`config.mk`:
```
export PLATFORM = sky130hd
export DESIGN_NAME = mem_arbiter
export DESIGN_NICKNAME = d
export VERILOG_FILES = /design/src/rtl/mem_arbiter.sv
export SDC_FILE = /design/constraint.sdc
export NUM_CORES = 1
export LEC_CHECK = 0
export BUFFER_PORTS_ARGS = -buffer_cell sky130_fd_sc_hd__buf_2
export CELL_PAD_IN_SITES_DETAIL_PLACEMENT = 2
export CELL_PAD_IN_SITES_GLOBAL_PLACEMENT = 2
export CORE_UTILIZATION = 17
export CTS_CLUSTER_SIZE = 16
export DETAILED_ROUTE_END_ITERATION = 6
export PLACE_DENSITY = 0.76
export SYNTH_ARGS = -nofsm -noshare
export SYNTH_HDL_FRONTEND = slang
export SYNTH_SLANG_ARGS = --single-unit
```
`constraint.sdc`:
```
create_clock -name clk_i -period 1.55 [get_ports clk_i]
set_input_delay 0.31 -clock clk_i [delete_from_list [all_inputs] [get_ports clk_i]]
set_output_delay 0.31 -clock clk_i [all_outputs]
set_load 0.02 [all_outputs]
```
`src/rtl/mem_arbiter.sv`:
```
// mem_arbiter: shares one single-ported memory between instruction fetch (IF)
// and the data path. Only one transaction is outstanding at a time. Data
// requests win by default. A burst counter hands the memory to a waiting fetch
// after MAX_D_BURST consecutive data grants.
module mem_arbiter #(
   parameter int ADDR_WIDTH  = 32,
   parameter int DATA_WIDTH  = 32,
   parameter int MAX_D_BURST = 4
) (
   input  logic                    clk_i,
   input  logic                    rst_i,
   input  logic                    if_req_i,
   input  logic [ADDR_WIDTH-1:0]   if_addr_i,
   output logic                    if_gnt_o,
   output logic                    if_rvalid_o,
   output logic [DATA_WIDTH-1:0]   if_rdata_o,
   input  logic                    d_req_i,
   input  logic                    d_we_i,
   input  logic [ADDR_WIDTH-1:0]   d_addr_i,
   input  logic [DATA_WIDTH-1:0]   d_wdata_i,
   input  logic [DATA_WIDTH/8-1:0] d_be_i,
   output logic                    d_gnt_o,
   output logic                    d_rvalid_o,
   output logic [DATA_WIDTH-1:0]   d_rdata_o,
   output logic                    mem_req_o,
   output logic                    mem_we_o,
   output logic [ADDR_WIDTH-1:0]   mem_addr_o,
   output logic [DATA_WIDTH-1:0]   mem_wdata_o,
   output logic [DATA_WIDTH/8-1:0] mem_be_o,
   input  logic                    mem_gnt_i,
   input  logic                    mem_rvalid_i,
   input  logic [DATA_WIDTH-1:0]   mem_rdata_i
);

   localparam int BE_WIDTH = DATA_WIDTH / 8;
   localparam logic [3:0] MAX_CNT = 4'(MAX_D_BURST);

   typedef enum logic [1:0] {IDLE, REQ, WAIT_RSP} state_t;
   typedef enum logic {OWNER_IF, OWNER_D} owner_t;

   state_t state;
   owner_t owner;
   logic [3:0] burst_cnt;

   logic any_req;
   logic arb_cycle;
   logic pick_if;
   logic [3:0] next_cnt;
   logic sel_we;
   logic [ADDR_WIDTH-1:0] sel_addr;
   logic [DATA_WIDTH-1:0] sel_wdata;
   logic [BE_WIDTH-1:0] sel_be;
   logic if_owns_rsp;
   logic d_owns_rsp;

   // Decide whether this cycle arbitrates, who wins, what the winner's memory
   // command looks like, and where the burst counter goes afterwards.
   always_comb begin
      any_req   = if_req_i | d_req_i;
      arb_cycle = any_req & ((state == IDLE) | ((state == WAIT_RSP) & mem_rvalid_i));
      pick_if   = if_req_i & (~d_req_i | (burst_cnt == MAX_CNT));
      next_cnt  = 4'd0;
      if (if_req_i && !pick_if) begin
         next_cnt = (burst_cnt == MAX_CNT) ? burst_cnt : burst_cnt + 4'd1;
      end
      sel_we    = 1'b0;
      sel_addr  = if_addr_i;
      sel_wdata = '0;
      sel_be    = '1;
      if (!pick_if) begin
         sel_we    = d_we_i;
         sel_addr  = d_addr_i;
         sel_wdata = d_wdata_i;
         sel_be    = d_be_i;
      end
   end

   // Transaction FSM: registers the winner's command onto the memory port,
   // holds it until the memory grants, then waits for the single response.
   always_ff @(posedge clk_i) begin
      if (rst_i) begin
         state       <= IDLE;
         owner       <= OWNER_IF;
         burst_cnt   <= 4'd0;
         mem_req_o   <= 1'b0;
         mem_we_o    <= 1'b0;
         mem_addr_o  <= '0;
         mem_wdata_o <= '0;
         mem_be_o    <= '0;
      end else if (arb_cycle) begin
         state       <= REQ;
         owner       <= pick_if ? OWNER_IF : OWNER_D;
         burst_cnt   <= next_cnt;
         mem_req_o   <= 1'b1;
         mem_we_o    <= sel_we;
         mem_addr_o  <= sel_addr;
         mem_wdata_o <= sel_wdata;
         mem_be_o    <= sel_be;
      end else begin
         case (state)
            REQ: begin
               if (mem_gnt_i) begin
                  state     <= WAIT_RSP;
                  mem_req_o <= 1'b0;
               end
            end
            WAIT_RSP: begin
               if (mem_rvalid_i) begin
                  state <= IDLE;
               end
            end
            default: begin
               state <= IDLE;
            end
         endcase
      end
   end

   // Grants and responses are steered combinationally to whichever requester
   // owns the current transaction; the other side sees zeros.
   always_comb begin
      if_owns_rsp = (state == WAIT_RSP) & (owner == OWNER_IF);
      d_owns_rsp  = (state == WAIT_RSP) & (owner == OWNER_D);
      if_gnt_o    = mem_gnt_i & (state == REQ) & (owner == OWNER_IF);
      d_gnt_o     = mem_gnt_i & (state == REQ) & (owner == OWNER_D);
      if_rvalid_o = mem_rvalid_i & if_owns_rsp;
      d_rvalid_o  = mem_rvalid_i & d_owns_rsp;
      if_rdata_o  = if_owns_rsp ? mem_rdata_i : '0;
      d_rdata_o   = d_owns_rsp ? mem_rdata_i : '0;
   end

endmodule
```
-- Word level (Yosys, flattened, before mapping)
Cells that the tools add are included.
- reductions and logical operators: 10
- equal/unequal tests: 8
- add/subtract/negate cells: 1
- bitwise logic cells: 15
- muxes and demuxes: 16
- operators with widths (cell ; count):
    $mux W32 ; 4
    $mux W4 ; 3
    $and A1 B1 Y1 ; 10
    $reduce_and A2 Y1 ; 4
    $mux W1 ; 6
    $ne A2 B2 Y1 const B ; 3
    $ne A3 B3 Y1 const B ; 2
    $add A4 B1 Y4 const B ; 1
    $eq A4 B3 Y1 const B ; 1
    $mux W2 ; 2
    $pmux W2 S2 ; 1
    $reduce_bool A2 Y1 ; 2
    $or A1 B1 Y1 ; 3
    $eq A2 B1 Y1 const B ; 1
    $eq A2 B2 Y1 const B ; 1
    $logic_not A2 Y1 ; 1
    $not A1 Y1 ; 2
    $reduce_or A2 Y1 ; 1
    $logic_and A1 B1 Y1 ; 1
    $logic_not A1 Y1 ; 1
- input bits: 139
- bits in registers: 77
- output and inout port bits: 138
- word-level logic and storage cells: 59

-- Depth between registers and ports, before layout
- word-level depth: 7
- depth in mapped cells: 8
- depth with buffers taken out: 6

-- Worst setup path before layout
OpenSTA, ideal clock, no wires.
- kind: register to register
- start: register burst_cnt[0]
- end: register mem_addr_o[10]
- period minus slack after synthesis: 1659 ps
- slack: -109 ps
- buffers on the path: 2
- cell stages (with the launch flop): 9
- required time: 1464 ps
- arrival: 1574 ps
- path through: dfxtp_1 -> inv_1 -> ha_1 -> nand4b_1 -> and2_1 -> buf_2 -> buf_1 -> a21oi_1 -> a211oi_1
- cells in the longest elaborated chain, start to end: 4
- RTL lines (element ; RTL line ; RTL):
    from (decl) ; 43 ; logic [3:0] burst_cnt;
    from (signal assigned) ; 93 ; burst_cnt <= next_cnt;
    $eq A4 B3 Y1 ; 61 ; pick_if = if_req_i & (~d_req_i | (burst_cnt == MAX_CNT));
    $or A1 B1 Y1 ; 61 ;
    $and A1 B1 Y1 ; 61 ;
    $mux W32 ; 70 ; if (!pick_if) begin
    to (signal assigned) ; 96 ; mem_addr_o <= sel_addr;
    to (decl) ; 27 ; output logic [ADDR_WIDTH-1:0] mem_addr_o,
No other way between the ends.
A chain may end at the register's enable or synchronous reset.

-- Worst setup path after layout
- start: register state[1]
- end: register burst_cnt[1]
- cells in the longest elaborated chain, start to end: 5
- elaborated cells between the ends (all ways): 6
- those cells by class: eq/ne: 1; bitwise: 3; reduce/logical: 2
- RTL lines (element ; RTL line ; RTL):
    from (decl) ; 41 ; state_t state;
    from (signal assigned) ; 82 ; state <= IDLE;
    from (signal assigned) ; 91 ; state <= REQ;
    from (signal assigned) ; 103 ; state <= WAIT_RSP;
    $eq A2 B2 Y1 ; 60 ; arb_cycle = any_req & ((state == IDLE) | ((state == WAIT_RSP) & mem_rvalid_i));
    $and A1 B1 Y1 ; 60 ;
    $or A1 B1 Y1 (*) ; 60 ;
    $and A1 B1 Y1 (*) ; 60 ;
    $reduce_and A2 Y1 (no source line) (*) ; -- ;
Mark *: on every way between the ends. The rest lies on a longest branch, timed or not.

==> results.toml <==
[run_status]
outcome = "finished with violations"
violations = "setup timing"

[place]
pre_cts_slack_ns = -0.218
dpl.hpwl_mm = 12.0
place.gp.congestion = 0.697
portBuffers = 276

[power]
power.switching_mw = 2.29
power_density_nw_per_um2 = 866
switching_share_pct = 33.0
power.internal_mw = 4.65
power_leakage_nw = 3.64
power_frac_comb_pct = 32.6
clkPwrFrac_pct = 34.7
peakVddDrop_mv = 0.506
p_seq_share_pct = 32.7

[cts]
htreeDepth = 3
ctsHoldBuffers = 0
clock-root-buffer = "clkbuf_16"
clkTransAtPathRegs_ns = 0.07
cts_tree = "yes"
clk_latency_ns = 0.34
cts_made_buffers = 9
cts.sinks = 77
clockBufferDepth = 2

[layout]
nets = 920
area_growth_pct = 128
drive_above_1_share_pct = 70.5
fin_util_pct = 39.5

[drt]
avgRoutedWirePerCell_um = 20.8
ant_nets = 0
first_iter_violations = 76
num_vias = 4739
drcViolationCount = 0
vias_per_cell = 4.49
drt-pass1-iter-count = 4
drt_wl_total_mm = 21.9

[synthesis]
synth_seq_cells = 77
ys_seq_area_share_pct = 43.7
synth_nets = 603
synth_cell_types = 27
synth_top_cell_by_area = "dfxtp_1"
synth_top_area_share_pct = 43.7
ys_warn_count = 0
synth.area.top_cells = "dfxtp_1, and2_1, a21oi_1"
avgSynthCellArea_sq_um = 7.63
synth_area_sq_um = 3530
netlist_instances = 462

[sta]
slew_violations = 0
fin_crit_ns = 1.78
tightest_slew_ns = 0.516
clock_skew_ns = 0.00871
rsz0062_at_grt = "yes"
relSlewSlack_pct = 65.6
layout_setup_ws_ns = -0.226
fin_crit_sh_pct = 115
max_freq_mhz = 563
finalHoldViolCount = 0
finalSetupViolCount = 142

[global_route]
grt_max_degree = 78
grt_pass1_wl_mm = 27.4
grt_pass1_vias = 4933
grt_overflow = 0
antenna_found_initial = 1
grt.total_usage_pct = 16.5

[die]
ios = 277
die_x_um = 146
core_sq_um = 20300
design.die.area_sq_um = 21300
die_h_um = 146
initial_utilization_pct = 17.4
std_cell_rows = 52

[run]
drv_cap = 0

[setup_path]
end_kind = "flip-flop"
crit_type = "reg -> reg"
cp-start-kind = "flip-flop"
crit_required_ns = 1.81
cp_max_fo = 5
worstPathArrival_ns = 2.04

[worst_hold_path]
hold_class = "in -> reg"
-- cells in the final DEF, fill, tap and decap left out, drive strengths merged --
master    netlist  final
dfxtp          77     77
nor2b           1      1
nand2b          3      3
a211oi         32     32
or3             4      4
diode           0      2
o22ai           6      6
nand3b          1      1
and2           67     67
or4bb           1      1
buf            11    336
nor3            1      1
ha              2      2
and3b           1      1
clkinvlp        0      2
inv             4      5
o2bb2ai         2      2
or2             1      1
a21oi          69     69
nand4b          1      1
and3            3      3
nand2          70     70
a21boi          1      1
or4b            1      1
nor2           40     40
nand3          33     33
bufinv          0      2
clkbuf         29     20
clkinv          0      1
o21ai           1      1
-- power groups by stage --
stage               Combinational (mW)  Clock, mW  Sequential [mW]
floorplan                        0.523          0             2.49
global placement                  1.37          0             2.28
detailed placement                1.40          0             2.29
CTS                               1.67       2.51             2.25
global route                      2.40       2.53             2.30
finish                            2.26       2.41             2.27
-- critical path, stage by stage, from the launching register on --
cell,delay [ns]
dfxtp_2,0.32
buf_4,0.12
nor2b_4,0.13
or3_4,0.47
or4b_4,0.51
a21oi_2,0.15
-- timing repair --
| item | in CTS | in global routing |
|---|---|---|
| pin swaps | 81 | 59 |
| setup endpoints to repair | 143 | 142 |
| gates cloned | 8 | 15 |
| setup buffers | 10 | 13 |
| gates resized for setup | 136 | 301 |
-- metal layers --
layer / routed length [um] / global-route usage, %
met5: 0 / 0
met4: 300 / 5.21
met3: 1320 / 4.75
met2: 11400 / 30.6
met1: 8870 / 18.0
-- flip-flops by register name, indices dropped and copies added (netlist names) --
register     cells
mem_addr_o      32
owner            1
mem_req_o        1
mem_we_o         1
burst_cnt        4
mem_wdata_o     32
mem_be_o         4
state            2
-- layout make-up --
type,instances,area [sq um]
antenna,2,5.00
multi-input combinational,341,2850
clock inverter,6,95.1
timing repair buffer,346,2940
fill,2205,12300
clock buffer,10,239
sequential,77,1550
tap,270,338
inverter,4,15.0
-- synthesized netlist by cell type --
cell type and count:
buf_2 4, o21ai_0 1, or3_1 4, ha_1 2, a21oi_1 69, nand2b_1 3, clkbuf_1 29, and3_1 3
a211oi_1 32, or4bb_1 1, or2_2 1, nand2_1 70, dfxtp_1 77, nor3_2 1, a21boi_0 1, o22ai_1 6
buf_1 7, nor2b_4 1, and3b_1 1, or4b_1 1, o2bb2ai_1 2, and2_1 67, nor2_1 40, nand3b_1 1
nand4b_1 1, inv_1 4, nand3_1 33
-- stage by stage --
step	total power, mW	TNS, ns	cells	area, sq um	hold WS, ns
finish	6.95	-20.29	1056	8030	0.203
global route	7.23	-27.89	1054	8020	0.195
CTS	6.43	-19.61	1033	6600	0.183
detailed placement	3.69	-10.50	999	5460	0.447
global placement	3.65	-7.05	999	5460	0.440
floorplan	3.02	0	462	3540	0.451
-- worst paths after layout --
path | start | to | slack (ns) | depth (start not counted)
worst max-delay path | state[1]$_SDFFE_PP0P_ | burst_cnt[1]$_SDFFE_PP0P_ | -0.23 | 5
worst min-delay path | d_wdata_i[6] | mem_wdata_o[6]$_SDFFE_PP0P_ | 0.20 | 3
worst max register to register | state[1]$_SDFFE_PP0P_ | burst_cnt[1]$_SDFFE_PP0P_ | -0.23 | 5
worst min register to register | mem_wdata_o[6]$_SDFFE_PP0P_ | mem_wdata_o[6]$_SDFFE_PP0P_ | 0.46 | 2
-- logic make-up (layout without fill, tap and decap cells) --
family	after synthesis	count (layout)	synth area share [%]
other	0	2	0
buffers and inverters	44	366	4.83
adder cells (fa/ha/maj)	2	2	0.710
AND/OR/NAND/NOR	228	228	32.2
AO/OA/AOI/OAI	111	111	18.5
flip-flops	77	77	43.7
Power figures use the tool's default switching activity.
